`src/rtl/armcpu_pkg.sv`:
```
// Shared definitions for the banked ARM register file: mode encodings, bank
// indices and the physical register layout. The layout depends on the
// REGFILE_FIQ_BANK_EN macro (FIQ-private r8-r12 present when defined).
package armcpu_pkg;

    localparam logic [4:0] MODE_USR = 5'b10000;
    localparam logic [4:0] MODE_FIQ = 5'b10001;
    localparam logic [4:0] MODE_IRQ = 5'b10010;
    localparam logic [4:0] MODE_SVC = 5'b10011;
    localparam logic [4:0] MODE_ABT = 5'b10111;
    localparam logic [4:0] MODE_UND = 5'b11011;
    localparam logic [4:0] MODE_SYS = 5'b11111;

    localparam logic [31:0] CPSR_RESET = 32'h0000_00D3;

    typedef enum logic [2:0] {
        BANK_USR = 3'd0,
        BANK_FIQ = 3'd1,
        BANK_IRQ = 3'd2,
        BANK_SVC = 3'd3,
        BANK_ABT = 3'd4,
        BANK_UND = 3'd5
    } bank_e;

    // Physical layout: user r0-r14 first, then r13/r14 pairs per exception
    // mode, then the optional FIQ-private r8-r12 at the very end so they can
    // be dropped without renumbering anything else.
    localparam int PHYS_IDX_W = 5;
    localparam int NUM_USR    = 15;
    localparam int NUM_OTHER  = 8;
    localparam int NUM_SPSR   = 5;

    localparam logic [PHYS_IDX_W-1:0] PHYS_FIQ_R13 = 5'd15;
    localparam logic [PHYS_IDX_W-1:0] PHYS_IRQ_R13 = 5'd17;
    localparam logic [PHYS_IDX_W-1:0] PHYS_SVC_R13 = 5'd19;
    localparam logic [PHYS_IDX_W-1:0] PHYS_ABT_R13 = 5'd21;
    localparam logic [PHYS_IDX_W-1:0] PHYS_UND_R13 = 5'd23;
    localparam logic [PHYS_IDX_W-1:0] PHYS_FIQ_R8  = 5'd25;

`ifdef REGFILE_FIQ_BANK_EN
    localparam int NUM_FIQ  = 7;
    localparam int NUM_PHYS = 30;
`else
    localparam int NUM_FIQ  = 2;
    localparam int NUM_PHYS = 25;
`endif

    // Unknown encodings and SYS fall back to the user bank.
    function automatic bank_e mode_to_bank(input logic [4:0] mode);
        case (mode)
            MODE_FIQ: return BANK_FIQ;
            MODE_IRQ: return BANK_IRQ;
            MODE_SVC: return BANK_SVC;
            MODE_ABT: return BANK_ABT;
            MODE_UND: return BANK_UND;
            default:  return BANK_USR;
        endcase
    endfunction

endpackage

```
`src/rtl/regfile_bank_map.sv`:
```
// Combinational map from (processor mode, architectural register) to the
// physical storage index. r15 is flagged separately because it lives in
// the PC register, not in the array. FIQ r8-r12 banking follows
// REGFILE_FIQ_BANK_EN.
import armcpu_pkg::*;

module regfile_bank_map #(
    parameter int ADDR_WIDTH = 4
) (
    input  logic [4:0]            mode,
    input  logic [ADDR_WIDTH-1:0] addr,
    output logic [PHYS_IDX_W-1:0] phys_idx,
    output logic                  is_pc
);

    bank_e                 bank;
    logic [PHYS_IDX_W-1:0] hi;

    assign bank = mode_to_bank(mode);
    assign hi   = (addr == ADDR_WIDTH'(14)) ? PHYS_IDX_W'(1) : PHYS_IDX_W'(0);

    // Resolve the banked slot; unbanked registers map straight through.
    always_comb begin
        // NOTE: every output gets a default first so no path leaves it unassigned (no latch).
        phys_idx = PHYS_IDX_W'(addr);
        is_pc    = (addr == ADDR_WIDTH'(15));
        if (addr == ADDR_WIDTH'(13) || addr == ADDR_WIDTH'(14)) begin
            case (bank)
                BANK_FIQ: phys_idx = PHYS_FIQ_R13 + hi;
                BANK_IRQ: phys_idx = PHYS_IRQ_R13 + hi;
                BANK_SVC: phys_idx = PHYS_SVC_R13 + hi;
                BANK_ABT: phys_idx = PHYS_ABT_R13 + hi;
                BANK_UND: phys_idx = PHYS_UND_R13 + hi;
                default:  phys_idx = PHYS_IDX_W'(addr);
            endcase
        end
`ifdef REGFILE_FIQ_BANK_EN
        if (bank == BANK_FIQ && addr >= ADDR_WIDTH'(8) && addr <= ADDR_WIDTH'(12)) begin
            phys_idx = PHYS_FIQ_R8 + PHYS_IDX_W'(addr - ADDR_WIDTH'(8));
        end
`endif
    end

endmodule

```
`src/rtl/arm_banked_regfile.sv`:
```
// ARM banked register file: N registered read ports, two write ports,
// per-mode banking of r13/r14 (and FIQ r8-r12 when REGFILE_FIQ_BANK_EN is
// defined), one SPSR per exception mode. The mode comes from the stored
// CPSR, so a CPSR write only affects accesses from the next cycle on.
import armcpu_pkg::*;

module arm_banked_regfile #(
    parameter int                  WORD_SIZE      = 32,
    parameter int                  ADDR_WIDTH     = 4,
    parameter int                  NUM_READ_PORTS = 3,
    parameter logic [WORD_SIZE-1:0] PC_RESET      = '0
) (
    input  logic                                 clk,
    input  logic                                 reset,
    input  logic [NUM_READ_PORTS*ADDR_WIDTH-1:0] read_addr,
    output logic [NUM_READ_PORTS*WORD_SIZE-1:0]  read_data,
    input  logic                                 wr0_we,
    input  logic [ADDR_WIDTH-1:0]                wr0_addr,
    input  logic [WORD_SIZE-1:0]                 wr0_data,
    input  logic                                 wr1_we,
    input  logic [ADDR_WIDTH-1:0]                wr1_addr,
    input  logic [WORD_SIZE-1:0]                 wr1_data,
    input  logic                                 pc_we,
    input  logic [WORD_SIZE-1:0]                 pc_in,
    output logic [WORD_SIZE-1:0]                 pc_out,
    input  logic                                 cpsr_we,
    input  logic [WORD_SIZE-1:0]                 cpsr_in,
    output logic [WORD_SIZE-1:0]                 cpsr_out,
    input  logic                                 spsr_we,
    input  logic [WORD_SIZE-1:0]                 spsr_in,
    output logic [WORD_SIZE-1:0]                 spsr_out
);

    logic [WORD_SIZE-1:0]  regs      [NUM_PHYS];
    logic [WORD_SIZE-1:0]  spsr_regs [NUM_SPSR];

    logic [4:0]            mode;
    bank_e                 bank;
    logic [2:0]            spsr_idx;

    logic [PHYS_IDX_W-1:0] w0_idx, w1_idx;
    logic                  w0_pc, w1_pc;
    logic                  w0_reg, w1_reg;
    logic [WORD_SIZE-1:0]  pc_next;
    logic [WORD_SIZE-1:0]  spsr_next;

    logic [PHYS_IDX_W-1:0] rd_idx  [NUM_READ_PORTS];
    logic                  rd_pc   [NUM_READ_PORTS];
    logic [WORD_SIZE-1:0]  rd_next [NUM_READ_PORTS];

    assign mode     = cpsr_out[4:0];
    assign bank     = mode_to_bank(mode);
    assign spsr_idx = 3'(bank) - 3'd1;

    regfile_bank_map #(.ADDR_WIDTH(ADDR_WIDTH)) u_map_wr0 (
        .mode(mode), .addr(wr0_addr), .phys_idx(w0_idx), .is_pc(w0_pc)
    );
    regfile_bank_map #(.ADDR_WIDTH(ADDR_WIDTH)) u_map_wr1 (
        .mode(mode), .addr(wr1_addr), .phys_idx(w1_idx), .is_pc(w1_pc)
    );

    for (genvar g = 0; g < NUM_READ_PORTS; g++) begin : g_rd_map
        regfile_bank_map #(.ADDR_WIDTH(ADDR_WIDTH)) u_map_rd (
            .mode(mode),
            .addr(read_addr[g*ADDR_WIDTH +: ADDR_WIDTH]),
            .phys_idx(rd_idx[g]),
            .is_pc(rd_pc[g])
        );
    end

    assign w0_reg = wr0_we && !w0_pc;
    assign w1_reg = wr1_we && !w1_pc;

    // Next PC: wr0 to r15 beats wr1 to r15, which beats the dedicated port.
    always_comb begin
        pc_next = pc_out;
        if (wr0_we && w0_pc)      pc_next = wr0_data;
        else if (wr1_we && w1_pc) pc_next = wr1_data;
        else if (pc_we)           pc_next = pc_in;
    end

    // Write-first read values; wr0 is applied last so it wins a collision.
    always_comb begin
        for (int k = 0; k < NUM_READ_PORTS; k++) begin
            rd_next[k] = regs[rd_idx[k]];
            if (w1_reg && w1_idx == rd_idx[k]) rd_next[k] = wr1_data;
            if (w0_reg && w0_idx == rd_idx[k]) rd_next[k] = wr0_data;
            if (rd_pc[k])                      rd_next[k] = pc_next;
        end
    end

    // Current-mode SPSR with write-first bypass; user/system has none.
    always_comb begin
        spsr_next = '0;
        if (bank != BANK_USR) begin
            spsr_next = spsr_we ? spsr_in : spsr_regs[spsr_idx];
        end
    end

    // General-purpose register array, wr0 taking priority on a shared target.
    always_ff @(posedge clk or negedge reset) begin
        if (!reset) begin
            // NOTE: the array is reset because every GPR must read 0 after reset; this forces flops, not RAM.
            for (int i = 0; i < NUM_PHYS; i++) regs[i] <= '0;
        end else begin
            if (w0_reg) regs[w0_idx] <= wr0_data;
            if (w1_reg && !(w0_reg && w0_idx == w1_idx)) regs[w1_idx] <= wr1_data;
        end
    end

    // Banked SPSR storage, written only from an exception mode.
    always_ff @(posedge clk or negedge reset) begin
        if (!reset) begin
            for (int i = 0; i < NUM_SPSR; i++) spsr_regs[i] <= '0;
        end else if (spsr_we && bank != BANK_USR) begin
            spsr_regs[spsr_idx] <= spsr_in;
        end
    end

    // Registered outputs: PC, CPSR, SPSR view and read ports.
    always_ff @(posedge clk or negedge reset) begin
        if (!reset) begin
            pc_out    <= PC_RESET;
            cpsr_out  <= CPSR_RESET;
            spsr_out  <= '0;
            read_data <= '0;
        end else begin
            pc_out   <= pc_next;
            spsr_out <= spsr_next;
            if (cpsr_we) cpsr_out <= cpsr_in;
            for (int k = 0; k < NUM_READ_PORTS; k++) begin
                read_data[k*WORD_SIZE +: WORD_SIZE] <= rd_next[k];
            end
        end
    end

endmodule

```
`config.mk`:
```
export PLATFORM = sky130hd
export DESIGN_NAME = arm_banked_regfile
export DESIGN_NICKNAME = d
export VERILOG_FILES = /design/src/rtl/armcpu_pkg.sv /design/src/rtl/regfile_bank_map.sv /design/src/rtl/arm_banked_regfile.sv
export SDC_FILE = /design/constraint.sdc
export NUM_CORES = 2
export LEC_CHECK = 0
export CORE_ASPECT_RATIO = 0.75
export CORE_MARGIN = 3
export CORE_UTILIZATION = 40
export CTS_CLUSTER_DIAMETER = 30
export DETAILED_ROUTE_END_ITERATION = 16
export DONT_BUFFER_PORTS = 1
export MAX_ROUTING_LAYER = met4
export PLACE_DENSITY_LB_ADDON = 0.2
export REMOVE_ABC_BUFFERS = 1
export SKIP_CTS_REPAIR_TIMING = 1
export SLEW_MARGIN = 5
export SYNTH_ARGS = -nofsm -noshare
export SYNTH_HDL_FRONTEND = slang
export SYNTH_SLANG_ARGS = --single-unit
export TNS_END_PERCENT = 30
```
`constraint.sdc`:
```
create_clock -name clk -period 6.3 [get_ports clk]
set_input_delay 0.945 -clock clk [delete_from_list [all_inputs] [get_ports clk]]
set_output_delay 0.945 -clock clk [all_outputs]
set_load 0.005 [all_outputs]
```
==> summary.md <==
| Metric | Value |
|---|---|
| Delay-heaviest family, CP | compound AO/OA/AOI/OAI gates |
| Routed vias/inst | 6.93 |
| Clk slew on worst S/H paths | 40 ps |
| Die width | ~500 um |
| Crit path required time | around 7100 ps |
| Internal | about 23 mW |
| Inst Count DP | about 9000 |
| Crit-path max FO | 18 |
| Sequential share of power | 33.7% |
| Initial antenna violation count | 8 |
| Non-filler cells, final | ~9500 |
| Max cap viols | 0 |
| Switching portion of total power | a little under 30% |
| CP Data Arrival Time | 6730 ps |
| 1st-pass router iterations | 7 |
| Overall power | 32.0 mW |
| Final hold vios | 0 |
| Clock Path Buffers | 4 |
| Post-route DRC violation count | 0 |
| Slew @ Worst Pin | 1340 ps |
| Layout Nets | between 7000 and 8000 |
| Grt ovf | 0 |
| Asr flop ratio synth | between 90% and 100% |
| Area Growth Syn to Fin | 17.4% |
| Crit path launch type | flip-flop |
| Min Tclk post-route | 5980 ps |
| Port-buffer cells | 0 |
| Share of layout cells above drive strength 1 | 24.7% |
| FF-to-FF Start | cpsr_out[1] |
| Vias | ~66000 |
| CP peak stage delay | roughly 890 ps |
| Largest net degree at the start of global routing | 215 |
| Buf/Inv on CP | 2 |
| Post-route cell area | between 80000 and 90000 sq um |
| Post-Syn Area | roughly 74000 sq um |
| EDFF count, synth | 0 |
| Crit-path cells | nor2b_1 -> nor3_2 -> buf_4 -> ha_1 -> nor2_1 -> a211oi_2 -> o31ai_2 -> o31ai_4 -> buf_4 -> xor2_1 -> o21a_2 -> o21ai_0 -> o21ai_0 |
| Clk Latency, worst-skew pair | ~900 ps |
| Unrepaired setup endpoints after global routing | no |
| Most frequent cells in the layout | dfrtp_1 (1147), mux2i_1 (987), a21oi_1 (702) |
| Slew Viols, Final | 0 |
| Routed wire length per instance | around 37 um |
| Slew HR | a little over a tenth |
| Placed instance area | a little under 80000 sq um |
| Lkg Pwr | ~36 nW |
| Max Freq | 167 MHz |
| Pwr Density | ~370 nW/um^2 |
| Ys flop type | dfrtp_1 |
| CP max-delay cell | o21a_2 |
| Final worst path period share | 95.0% |
| Unique masters post-synth | 92 |
| CTS tree | done |
| Post-route setup TNS | 0 ps |
| Commonest non-fill, non-tap cell in the layout | dfrtp_1 |
| Die height | about 380 um |
| Post-DP HPWL | 213000 um |
| Seq cells post-synth | between 1000 and 1500 |
| Post-synth top area share | approximately two fifths |
| Clk sinks | ~1200 |
| Vias in the first global route | approximately 63000 |
| Crit path launch | cpsr_out[1] |
| # IOs | around 380 |
| Crit path capture type | flip-flop |
| Synth Warn # | 0 |
| Worst hold path type | in2async |
| Rows | approximately 140 |
| Fin util | between 40% and 50% |
| Global Route Usage Sum | between 30 and 40% |
| Setup-failing EPs final | 0 |
| Die Area | 191000 sq um |
| Core area | 184000 sq um |
| Root buf cell | clkbuf_16 |
| Cell taking the most area after synthesis | dfrtp_1 |
| Top post-synthesis cells by area | dfrtp_1 (39%), mux2i_1 (13%), mux4_2 (12%) |
| Psw | between 9 and 10 mW |
| Final WL | approximately 350000 um |
| Skew final | a little under 100 ps |
| VDD IR max | between 300 and 400 uV |
| Htree depth | 5 |
| Clock Power Share | a little under half |
| First-pass GRT wire length | 492000 um |
| Antenna Nets Post-Route | 0 |
| DRT iter0 DRCs | ~11000 |
| Sequential share of the synthesized area | about two fifths |
| Gate power share | roughly 18% |
| Total CTS buffers | 291 |
| Setup CP Type | reg2reg |
| Starting Density | roughly 40% |
| Mean Syn Cell Area | 10.4 sq um |
| Status | finished, final reports clean |
| Placer Congestion | slightly below 1 |
| Post-Syn Instances | 7111 |
## metrics by stage
stage	setup slack (ps)	hold slack [ps]
after CTS	290	-311
after detailed placement	308	495
after floorplan	-7980	480
final	317	51.0
after global routing	72.5	89.0
after global placement	424	488
## worst register-to-register path, stage by stage (launching register included)
cell      delay (ps)
dfstp_2          600
nor2b_1           80
nor3_2           300
buf_4            250
ha_1             410
nor2_1           200
a211oi_2         530
o31ai_2          270
o31ai_4          680
buf_4            540
xor2_1           260
o21a_2           890
o21ai_0          410
o21ai_0          460
## Yosys cell counts, types with 16 or more instances
master	count
a21oi_1	707
o211ai_1	44
inv_1	35
clkbuf_1	543
or4_1	16
o221a_2	32
and2_1	23
mux4_2	406
mux2_1	29
o21ai_1	65
nand4_1	20
nor2_1	632
o22ai_1	120
nor3_1	56
a2111oi_0	33
buf_2	143
a221oi_1	66
a22o_1	80
clkinv_1	16
dfrtp_1	1147
mux2i_1	988
a211oi_1	22
mux2_2	439
a211o_1	18
and3_1	42
buf_4	27
nand2_1	568
xnor2_1	24
o22a_1	16
a31oi_1	72
a22oi_1	122
nand3_1	20
o21ai_0	277
buf_1	57
nor4_1	17
## registers in the layout, summed over array words and instances, names as in the netlist
register   count
spsr_out      32
read_data     96
regs         800
pc_out        32
spsr_regs    160
cpsr_out      32
## cell families after synthesis
group,synth area share (%)
AO/OA/AOI/OAI,14.9
XOR/XNOR,0.364
adder cells (fa/ha/maj),0.0844
buffers and inverters,4.61
flip-flops,38.9
multiplexers,32.8
AND/OR/NAND/NOR,8.39
## per-layer routing
| layer | vias up | track usage, % | share of wire (%) |
|---|---|---|---|
| li1 | 26234 | - | - |
| met1 | 33326 | 49.8 | 40 |
| met2 | 5365 | 48.2 | 40 |
| met3 | 1085 | 16.1 | 15 |
| met4 | 0 | 14.7 | 4.5 |
| met5 | - | - | 0 |
## power groups by stage
stage / clock network, mW / registers (mW) / logic (mW)
finish: 15.4 / 10.8 / 5.84
global route: 15.9 / 10.9 / 6.24
CTS: 15.5 / 10.7 / 5.70
detailed placement: 0 / 10.8 / 5.67
global placement: 0 / 10.7 / 5.54
floorplan: 0 / 10.0 / 4.31
## final timing paths
kind,depth (start not counted),slack (ps),endpoint
max reg2reg,13,320,read_data[69]
max,13,320,read_data[69]
min,1,50,regs[80]
max in group asynchronous,3,3760,spsr_regs[74]
min reg2reg,1,500,spsr_regs[42]
min in group clk,2,160,regs[18]
## final cells by class
class / count / area, sq um
repair buffers: 263 / 2450
flip-flops and latches: 1152 / 28800
well taps: 2415 / 3020
inverters: 51 / 191
clock inverters: 141 / 1900
multi-input cells: 5133 / 42600
diodes: 13 / 32.5
clock buffers: 357 / 8060
fillers: 16609 / 96700
No activity file was read; power rests on OpenSTA's default activity.
